===== src/rtl/toivoh_salu_pkg.sv =====
// toivoh_salu_pkg: command, op and state encodings shared by the serial ALU.
package toivoh_salu_pkg;
  typedef enum logic [1:0] {CMD_IDLE, CMD_WRITE, CMD_START, CMD_ABORT} cmd_e;
  typedef enum logic [1:0] {OP_ADD, OP_SUB, OP_NAND, OP_MUL} op_e;
  typedef enum logic {IDLE, RUN} state_e;
endpackage


===== src/rtl/toivoh_salu_step.sv =====
// toivoh_salu_step: one combinational step of the digit-serial / shift-add datapath.
module toivoh_salu_step
  import toivoh_salu_pkg::*;
#(
  parameter int W = 32,
  parameter int D = 4
) (
  input  op_e          op_i,
  input  logic [W-1:0] x_i,
  input  logic [W-1:0] y_i,
  input  logic         carry_i,
  input  logic [W-1:0] acc_i,
  output logic         carry_o,
  output logic [W-1:0] acc_o
);
  logic [D-1:0] yd;
  logic [D-1:0] dig;
  logic [D:0]   sum;
  // Serial ops fill the accumulator from the top so the first digit lands at bit 0.
  always_comb begin
    yd      = op_i == OP_SUB ? ~y_i[D-1:0] : y_i[D-1:0];
    sum     = {1'b0, x_i[D-1:0]} + {1'b0, yd} + {{D{1'b0}}, carry_i};
    dig     = op_i == OP_NAND ? ~(x_i[D-1:0] & y_i[D-1:0]) : sum[D-1:0];
    carry_o = sum[D];
    acc_o   = op_i == OP_MUL ? acc_i + (y_i[0] ? x_i : '0) : {dig, acc_i[W-1:D]};
  end
endmodule


===== src/rtl/tt_um_toivoh_serial_alu.sv =====
// tt_um_toivoh_serial_alu: byte-loaded operands, multi-cycle ADD/SUB/NAND/MUL,
// busy flag on uio_out[7], byte-wise result readback on uo_out.
module tt_um_toivoh_serial_alu
  import toivoh_salu_pkg::*;
#(
  parameter int LOG2_BYTES_IN  = 3,
  parameter int LOG2_BYTES_OUT = 2,
  parameter int DIGIT_BITS     = 4
) (
  input  logic       clk,
  input  logic       rst_n,
  input  logic       ena,
  input  logic [7:0] ui_in,
  input  logic [7:0] uio_in,
  output logic [7:0] uo_out,
  output logic [7:0] uio_out,
  output logic [7:0] uio_oe
);
  localparam int BI = 1 << LOG2_BYTES_IN;
  localparam int BO = 1 << LOG2_BYTES_OUT;
  localparam int W  = 4 * BI;
  localparam int D  = DIGIT_BITS;
  localparam int CW = $clog2(W) + 1;

  if (8 * BO != W) begin : g_bad_width
    $error("result width must equal operand width");
  end
  if (W % D != 0) begin : g_bad_digit
    $error("DIGIT_BITS must divide operand width");
  end

  logic [2*W-1:0] buf_q, buf_d;
  logic [W-1:0]   xs_q, xs_d, ys_q, ys_d, acc_q, acc_d, res_q, res_d, acc_s;
  logic           carry_q, carry_d, carry_s, start, last;
  logic [CW-1:0]  cnt_q, cnt_d;
  cmd_e           cmd, cmd_q;
  op_e            op_q, op_d;
  state_e         state_q, state_d;
  logic [LOG2_BYTES_IN-1:0]  sel_in;
  logic [LOG2_BYTES_OUT-1:0] sel_out;
  logic           unused_ok;

  assign cmd       = cmd_e'(uio_in[1:0]);
  assign sel_in    = uio_in[2 +: LOG2_BYTES_IN];
  assign sel_out   = uio_in[5 +: LOG2_BYTES_OUT];
  assign uo_out    = res_q[sel_out*8 +: 8];
  assign uio_out   = {state_q == RUN, 7'b0};
  assign uio_oe    = 8'h80;
  assign unused_ok = &{1'b0, ena, uio_in[7]};

  toivoh_salu_step #(.W(W), .D(D)) u_step (
    .op_i(op_q), .x_i(xs_q), .y_i(ys_q), .carry_i(carry_q), .acc_i(acc_q),
    .carry_o(carry_s), .acc_o(acc_s)
  );

  always_comb begin
    start   = cmd == CMD_START && cmd_q != CMD_START && state_q == IDLE;
    last    = cnt_q == CW'(op_q == OP_MUL ? W - 1 : W / D - 1);
    state_d = state_q;
    buf_d   = buf_q;
    xs_d    = xs_q;
    ys_d    = ys_q;
    acc_d   = acc_q;
    carry_d = carry_q;
    res_d   = res_q;
    op_d    = op_q;
    cnt_d   = cnt_q;
    if (state_q == IDLE) begin
      if (cmd == CMD_WRITE) buf_d[sel_in*8 +: 8] = ui_in;
      if (start) begin
        state_d = RUN;
        op_d    = op_e'(ui_in[1:0]);
        xs_d    = buf_q[W-1:0];
        ys_d    = buf_q[2*W-1:W];
        acc_d   = '0;
        carry_d = op_e'(ui_in[1:0]) == OP_SUB;
        cnt_d   = '0;
      end
    end else if (cmd == CMD_ABORT) begin
      state_d = IDLE;
    end else begin
      carry_d = carry_s;
      acc_d   = acc_s;
      xs_d    = op_q == OP_MUL ? xs_q << 1 : xs_q >> D;
      ys_d    = op_q == OP_MUL ? ys_q >> 1 : ys_q >> D;
      cnt_d   = cnt_q + 1'b1;
      state_d = last ? IDLE : RUN;
      res_d   = last ? acc_s : res_q;
    end
  end

  always_ff @(posedge clk or negedge rst_n) begin
    if (!rst_n) begin
      buf_q   <= '0;
      xs_q    <= '0;
      ys_q    <= '0;
      acc_q   <= '0;
      carry_q <= 1'b0;
      res_q   <= '0;
      op_q    <= OP_ADD;
      cnt_q   <= '0;
      cmd_q   <= CMD_IDLE;
      state_q <= IDLE;
    end else begin
      buf_q   <= buf_d;
      xs_q    <= xs_d;
      ys_q    <= ys_d;
      acc_q   <= acc_d;
      carry_q <= carry_d;
      res_q   <= res_d;
      op_q    <= op_d;
      cnt_q   <= cnt_d;
      cmd_q   <= cmd;
      state_q <= state_d;
    end
  end
endmodule


===== config.mk =====
export PLATFORM = sky130hd
export DESIGN_NAME = tt_um_toivoh_serial_alu
export DESIGN_NICKNAME = d
export VERILOG_FILES = /design/src/rtl/toivoh_salu_pkg.sv /design/src/rtl/toivoh_salu_step.sv /design/src/rtl/tt_um_toivoh_serial_alu.sv
export SDC_FILE = /design/constraint.sdc
export NUM_CORES = 1
export LEC_CHECK = 0
export CORE_ASPECT_RATIO = 0.6
export CORE_MARGIN = 4
export CORE_UTILIZATION = 30
export DETAILED_ROUTE_END_ITERATION = 7
export DONT_BUFFER_PORTS = 1
export PLACE_DENSITY = 0.45
export SLEW_MARGIN = 10
export SYNTH_ARGS = -nofsm -noshare
export SYNTH_HDL_FRONTEND = slang
export SYNTH_SLANG_ARGS = --single-unit

===== constraint.sdc =====
create_clock -name clk -period 7.6 [get_ports clk]
set_input_delay 0.76 -clock clk [delete_from_list [all_inputs] [get_ports clk]]
set_output_delay 0.76 -clock clk [all_outputs]
set_load 0.01 [all_outputs]

==> results.md, run 1 <==
* Status: finished, final reports clean
* Worst path most repeated cell: a21o_1
* CP Capture Type: flip-flop
* Worst path cell trace: and2_1, ha_1, a21o_1, a21o_1, a21oi_1, nand2_1, a2111oi_1, a211o_1, a2111oi_0, a311oi_1, o21ai_1
* Setup TNS at 0 ns
* Sw Ratio at 0.401
* Crit path max fanout at 34
* Clock sinks at between 200 and 250
* Top-Level Pins at 43
* Delay-heaviest family, CP: compound AO/OA/AOI/OAI gates
* Syn Std Cell Area at 11600 µm²
* Clk buf depth at 3
* Antenna fix cells at 0
* First-pass GRT wire length at between 50000 and 60000 µm
* Total net switching power at 1.83 mW
* Detailed placement HPWL at about 25000 µm
* DR WL/cell at 20.1 µm
* Post-Route Skew at approximately 0.013 ns
* Die Y at ~160 µm
* DRC viols at 0
* Most frequent cells after synthesis: nand2_1 (330), dfrtp_1 (204), o21ai_0 (121)
* Drt total wl at between 30000 and 40000 µm
* Ranking of synthesized cells by area: dfrtp_1 (44%), nand2_1 (11%), o21ai_0 (5.2%), ha_1 (4.0%), a21oi_1 (3.4%)
* PwrDens at ~360 nW/µm²
* Fmax at approximately 230 MHz
* Asr flop ratio synth at 1.00
* Worst Hold Depth at 0
* Gate Count Post-Synth at approximately 1400
* Unrepaired setup endpoints after global routing: no
* Placed insts at approximately 1800
* Worst slew pin tran at 1.15 ns
* Full die area at between 40000 and 50000 µm²
* Count leader, synth: nand2_1
* 1st-iter DRT viols at 710
* Period minus WS final at 4.35 ns
* Syn_area_per_cell at 8.53 µm²
* Final setup violation count at 0
* WP data arrival at around 4.7 ns
* Max Cap Viol at 0
* Seq/Total Area, Yosys at 0.439
* Largest area contributor in the netlist: dfrtp_1
* CTS H-tree lvls at 1
* Post-CTS Setup Inserts at 0
* Yosys warning total at 0
* CTS Buf Count at 23
* Peak supply drop at between 150 and 200 µV
* Lkg Pwr at between 5 and 6 nW
* Seq. cell area at between 5000 and 6000 µm²
* Clock share of power at 0.257
* First-pass iteration count of the detailed router at 5
* GRT overflow at 0
* Worst EP required at around 8 ns
* Tot Pwr at about 4.6 mW
* Root Buffer Master: clkbuf_16
* Final period util at 0.572
* Critical Path Max Stage Delay at ~1.0 ns
* DR vias/cell at about 5.2
* Reg-to-reg endpoint: acc_q[29]$_DFFE_PN0P_
* Port bufs at 0
* Largest net degree at the start of global routing at 205
* Flop2flop setup slack at ~3.3 ns
* Via Count at approximately 9500
* Sequential share of power at 0.386
* Setup crit start kind: flip-flop
* GPL Wtd Cong at about 0.8
* Final slew viol count at 0
* Clk pin slew, worst setup/hold paths at 0.06 ns
* DIE WIDTH at roughly 260 µm
* Final hold vios at 0
* Hold-fix buffers, CTS at 1
* Worst Hold Class: input pin to flip-flop
* Cell Count, Final, Fillers Out at around 1800
* # resized after CTS at 0
* Site Rows at 55
* HP Start: uio_in[1]
* Fill count at roughly 4000
* Layout Nets at 1362
* R2R depth at 11
* Vias in the first global route at roughly 9000
* Post-DRT Antenna Nets at 0
* Slew headroom at 0.232
* Post-synth EDFFs at 0
* Synth cell types at 66
* Area Growth Syn to Fin at 9.83%
* Pre-CTS WS at between 3 and 4 ns
* R2R Path Start: ys_q[0]$_DFFE_PN0P_
* Hold EP: cmd_q[1]$_DFF_PN0_
* CP Class: flip-flop to flip-flop
* Multi-input combinational cell area at slightly above 6000 µm²
* Seq cells post-synth at around 200
* P_int at around 2.7 mW
* Initial antenna violation count at 2
* Core area at approximately 38000 µm²
* CP max-delay cell: dfrtp_1
* WP buf/inv at 0
* Post-layout worst setup margin at approximately 3.3 ns
* Total GRT Usage at 0.175
* Gate power share at 0.357
* Clk_lat worst skew at between 0.5 and 0.6 ns
* Layout cells sized above 1 at 0.0767
* Main flop type after synthesis: dfrtp_1
* Synth top area share at 0.439
* CTS tree: done
* Initial core utilization at 0.306
layout by cell type (no fill, tap or decap), drive strengths merged, types with 31 or more instances in the layout:
cell and count:
nand2 331, dfrtp 204, o21ai 131, a21oi 87, nor2 81, nand3 67
ha 37, and2 36, a31oi 33, clkbuf 31
metrics by stage:
step	hold WS, ns	cell area, µm²	utilization
CTS	0.226	12800	0.336
detailed placement	0.453	12000	0.315
finish	0.255	12800	0.336
global placement	0.443	12000	0.315
floorplan	0.433	11700	-
global route	0.224	12800	0.336
logic make-up (layout without fill, tap and decap cells):
| kind of cell | Yosys count | in the layout | share of synthesized area |
|---|---|---|---|
| compound gates | 339 | 339 | 0.183 |
| xor+xnor | 35 | 35 | 0.0264 |
| fa+ha+maj | 40 | 40 | 0.0450 |
| buf+inv | 134 | 75 | 0.0490 |
| flops | 204 | 204 | 0.439 |
| mux | 38 | 38 | 0.0435 |
| other cells | 2 | 15 | 0.000646 |
| simple gates | 570 | 570 | 0.213 |
final cells by class:
cell class                 instances  area share
multi-input combinational       1037       0.473
timing repair buffer              15      0.0104
tap                              513      0.0503
inverter                          22     0.00647
sequential                       204       0.400
clock inverter                     7      0.0111
clock buffer                      31      0.0490
routing by layer:
metal / routed length, µm / share of wire / track usage / up-vias
met5: 0 / 0 / 0 / -
met4: 403 / 0.011 / 0.0224 / 0
met1: 20800 / 0.56 / 0.309 / 4658
met3: 1770 / 0.048 / 0.0274 / 31
li1: - / - / - / 4593
met2: 13900 / 0.38 / 0.219 / 201
power groups by stage:
stage / combinational (mW) / clock (mW) / sequential [mW]
5_1_grt: 1.82 / 1.25 / 1.81
4_1_cts: 1.62 / 1.21 / 1.76
3_5_place_dp: 1.59 / 0 / 1.78
6_report: 1.63 / 1.17 / 1.76
3_3_place_gp: 1.58 / 0 / 1.77
2_1_floorplan: 1.22 / 0 / 1.61
worst max path at each step:
stage	startpoint	endpoint	slack, ns	cells past startpoint
6_report	ys_q[0]$_DFFE_PN0P_	acc_q[29]$_DFFE_PN0P_	3.25	11
5_1_grt	ys_q[0]$_DFFE_PN0P_	res_q[29]$_DFFE_PN0P_	3.00	11
4_1_cts	ys_q[0]$_DFFE_PN0P_	acc_q[29]$_DFFE_PN0P_	3.33	11
3_5_place_dp	ys_q[0]$_DFFE_PN0P_	acc_q[29]$_DFFE_PN0P_	3.35	11
3_3_place_gp	ys_q[0]$_DFFE_PN0P_	acc_q[29]$_DFFE_PN0P_	3.41	11
2_1_floorplan	ys_q[0]$_DFFE_PN0P_	res_q[30]$_DFFE_PN0P_	4.58	12
flip-flops by register name (all words and copies together) (netlist names):
name and count:
res_q 32, cmd_q 2, op_q 2, ys_q 32, cnt_q 6, buf_q 64, acc_q 32, state_q 1
xs_q 32, carry_q 1
Note: power is estimated with default switching activity, not from simulation.
==> inputs of run 2 (changes only) <==
- clock period: 7.6 -> 4.2 ns (I/O delays scaled with it)
==> run 2 against run 1 <==
  * The flow now finishes with violations (negative hold slack)
  * Die area did not move
  * Combinational power rose by 81%
  * Global-route usage rose by 0.38 points
  * Critical path depth rose by 1
  * Sequential power rose by 81%
  * Utilization rose by 0.089 points
  * Sequential cell count did not move
==> results.md, run 2 (synthesis gave the netlist of run 1 again) <==
* Final hold vios at 204 (+204)
* Worst path cell trace: buf_4, and2_1, fa_1, a21oi_2, o22ai_1, o31ai_4, o21ai_2, a211oi_2, o41ai_2, xnor2_1, a21oi_1, o31ai_1
* WP depth at 12 (+1)
* Core area at 38000 µm² (unchanged)
* CTS tree: done
* Fill count at 4060 (+2.1%)
* Lkg Pwr at 5.74 nW (+0.54%)
* Worst EP required at 4.64 ns (-3.33 ns)
* R2R depth at 12 (+1)
* GRT overflow at 0 (unchanged)
* First-pass iteration count of the detailed router at 5 (unchanged)
* Clk buf depth at 3 (unchanged)
* Failing checks: negative hold slack
* Total GRT Usage at 0.179 (+0.00377)
* Flop2flop setup slack at 0.52 ns (-2.73 ns)
* DRC viols at 0 (unchanged)
* Vias in the first global route at 9108 (+1.5%)
* Post-layout worst setup margin at 0.522 ns (-2.73 ns)
* Unrepaired setup endpoints after global routing: no
* Crit path max fanout at 31 (-8.8%)
* Tot Pwr at 8.16 mW (+79%)
* Delay-heaviest family, CP: compound AO/OA/AOI/OAI gates
* Clk_lat worst skew at 0.54 ns (about the same)
* Final slew viol count at 0 (unchanged)
* Die Y at 160 µm (unchanged)
* Slew headroom at 0.349 (+0.117)
* Top-Level Pins at 43 (unchanged)
* Via Count at 9603 (+1.3%)
* WP buf/inv at 1 (+1)
* Final setup violation count at 0 (unchanged)
* Commonest non-fill, non-tap cell in the layout: nand2_1
* Port bufs at 0 (unchanged)
* Max Cap Viol at 0 (unchanged)
* Multi-input combinational cell area at 6030 µm² (unchanged)
* Top reg by flops: buf_q
* Post-DRT Antenna Nets at 0 (unchanged)
* CP Capture Type: flip-flop
* Most frequent cells in the layout: nand2_1 (328), dfrtp_1 (203), o21ai_0 (121)
* Post-CTS Setup Inserts at 0 (unchanged)
* Status: finished with violations
* Worst Hold Class: input pin to asynchronous set/reset pin
* GPL Wtd Cong at 0.851 (+4.5%)
* 1st-iter DRT viols at 928 (+31%)
* PwrDens at 638 nW/µm² (+78%)
* Seq. cell area at 5110 µm² (unchanged)
* Period minus WS final at 3.68 ns (-0.669 ns)
* Fmax at 272 MHz (+18%)
* WHS at -0.425 ns (-0.680 ns)
* Layout cells sized above 1 at 0.0806 (+0.00389)
* Root Buffer Master: clkbuf_16
* Peak supply drop at 248 µV (+52%)
* First-pass GRT wire length at 58200 µm (+1.2%)
* Critical Path Max Stage Delay at 0.45 ns (-0.56 ns)
* Post-Route Skew at 0.0353 ns (+0.0218 ns)
* # resized after CTS at 0 (unchanged)
* Setup crit start kind: flip-flop
* Area Growth Syn to Fin at 10.1%
* Largest net degree at the start of global routing at 205 (unchanged)
* DIE WIDTH at 262 µm (unchanged)
* CTS H-tree lvls at 1 (unchanged)
* DR WL/cell at 20.6 µm (+2.4%)
* Pre-CTS WS at 0.592 ns (-2.75 ns)
* CTS Buf Count at 22 (-4.3%)
* Final period util at 0.876 (+0.304)
* Worst slew pin tran at 0.974 ns (-0.177 ns)
* Hold-fix buffers, CTS at 5 (+4)
* Clock sinks at 204 (unchanged)
* Site Rows at 55 (unchanged)
* WP data arrival at 4.12 ns (-0.60 ns)
* Initial core utilization at 0.306 (unchanged)
* Full die area at 42000 µm² (unchanged)
* Drt total wl at 38000 µm (+3.0%)
* Antenna fix cells at 0 (unchanged)
* CP max-delay cell: fa_1
* Setup TNS at 0 ns (unchanged)
* Layout Nets at 1373 (+0.81%)
* Initial antenna violation count at 2 (unchanged)
* DR vias/cell at 5.22 (+0.66%)
* Clk pin slew, worst setup/hold paths at 0.06 ns (about the same)
* CP Class: flip-flop to flip-flop
* Detailed placement HPWL at 25800 µm (+4.6%)
* Max reg flops at 64 (unchanged)
==> run 2: cell types whose count changed in the layout (fill, tap and decap cells not counted), sizes merged <==
cell and change:
buf +7, dlygate4sd3 +5, bufinv -2, clkbuf +1
clkinv +1, clkinvlp -1
==> run 2: metrics by stage <==
step | hold WS [ns] | cell area (µm²) | instances | util
3_3_place_gp | 0.133 | 12000 | 1798 | 0.317
4_1_cts | -0.439 | 12800 | 1840 | 0.337
6_report | -0.425 | 12800 | 1840 | 0.337
3_5_place_dp | 0.133 | 12000 | 1798 | 0.317
5_1_grt | -0.447 | 12800 | 1840 | 0.337
2_1_floorplan | 0.124 | 11700 | 1375 | -
==> run 2: where the power goes <==
group | total (mW) | leakage [nW] | switching (mW) | internal (mW)
Sequential | 3.18 | 2.70 | 0.636 | 2.55
Combinational | 2.95 | 2.68 | 1.81 | 1.14
Clock | 2.03 | 0.353 | 0.851 | 1.18
Total | 8.16 | 5.74 | 3.30 | 4.86
==> run 2: worst paths after layout <==
path / endpoint / startpoint
worst min-delay path: res_q[1]$_DFFE_PN0P_ / rst_n
max in group asynchronous: state_q$_DFF_PN0_ / rst_n
worst min register to register: ys_q[31]$_DFFE_PN0P_ / buf_q[63]$_DFFE_PN0P_
min in group clk: buf_q[8]$_DFFE_PN0P_ / ui_in[0]
worst max register to register: acc_q[28]$_DFFE_PN0P_ / ys_q[0]$_DFFE_PN0P_
worst max-delay path: acc_q[28]$_DFFE_PN0P_ / ys_q[0]$_DFFE_PN0P_
==> run 2: cell type report <==
cell class / count / area share
Multi-Input combinational cell: 1037 / 0.471
Sequential cell: 204 / 0.399
Tap cell: 513 / 0.0502
Clock buffer: 32 / 0.0500
Timing Repair Buffer: 27 / 0.0168
Inverter: 22 / 0.00645
Clock inverter: 5 / 0.00616
==> run 2: worst register-to-register path: stages, from the launching register on <==
cell	delay, ns
dfrtp_1	0.41
buf_4	0.24
and2_1	0.20
fa_1	0.45
a21oi_2	0.17
o22ai_1	0.16
o31ai_4	0.40
o21ai_2	0.15
a211oi_2	0.37
o41ai_2	0.15
xnor2_1	0.43
a21oi_1	0.17
o31ai_1	0.28
==> run 2: metal layers <==
layer	vias to the layer above	track usage	routed length, µm
li1	4594	-	-
met1	4789	0.314	21500
met2	190	0.222	14100
met3	28	0.0328	1950
met4	2	0.0215	379
met5	-	0	13
==> inputs of run 3 (changes only) <==
- ABC_AREA: default -> 0
==> results of run 3 <==
The final DEF is identical to that of run 2; final timing and power are the same.
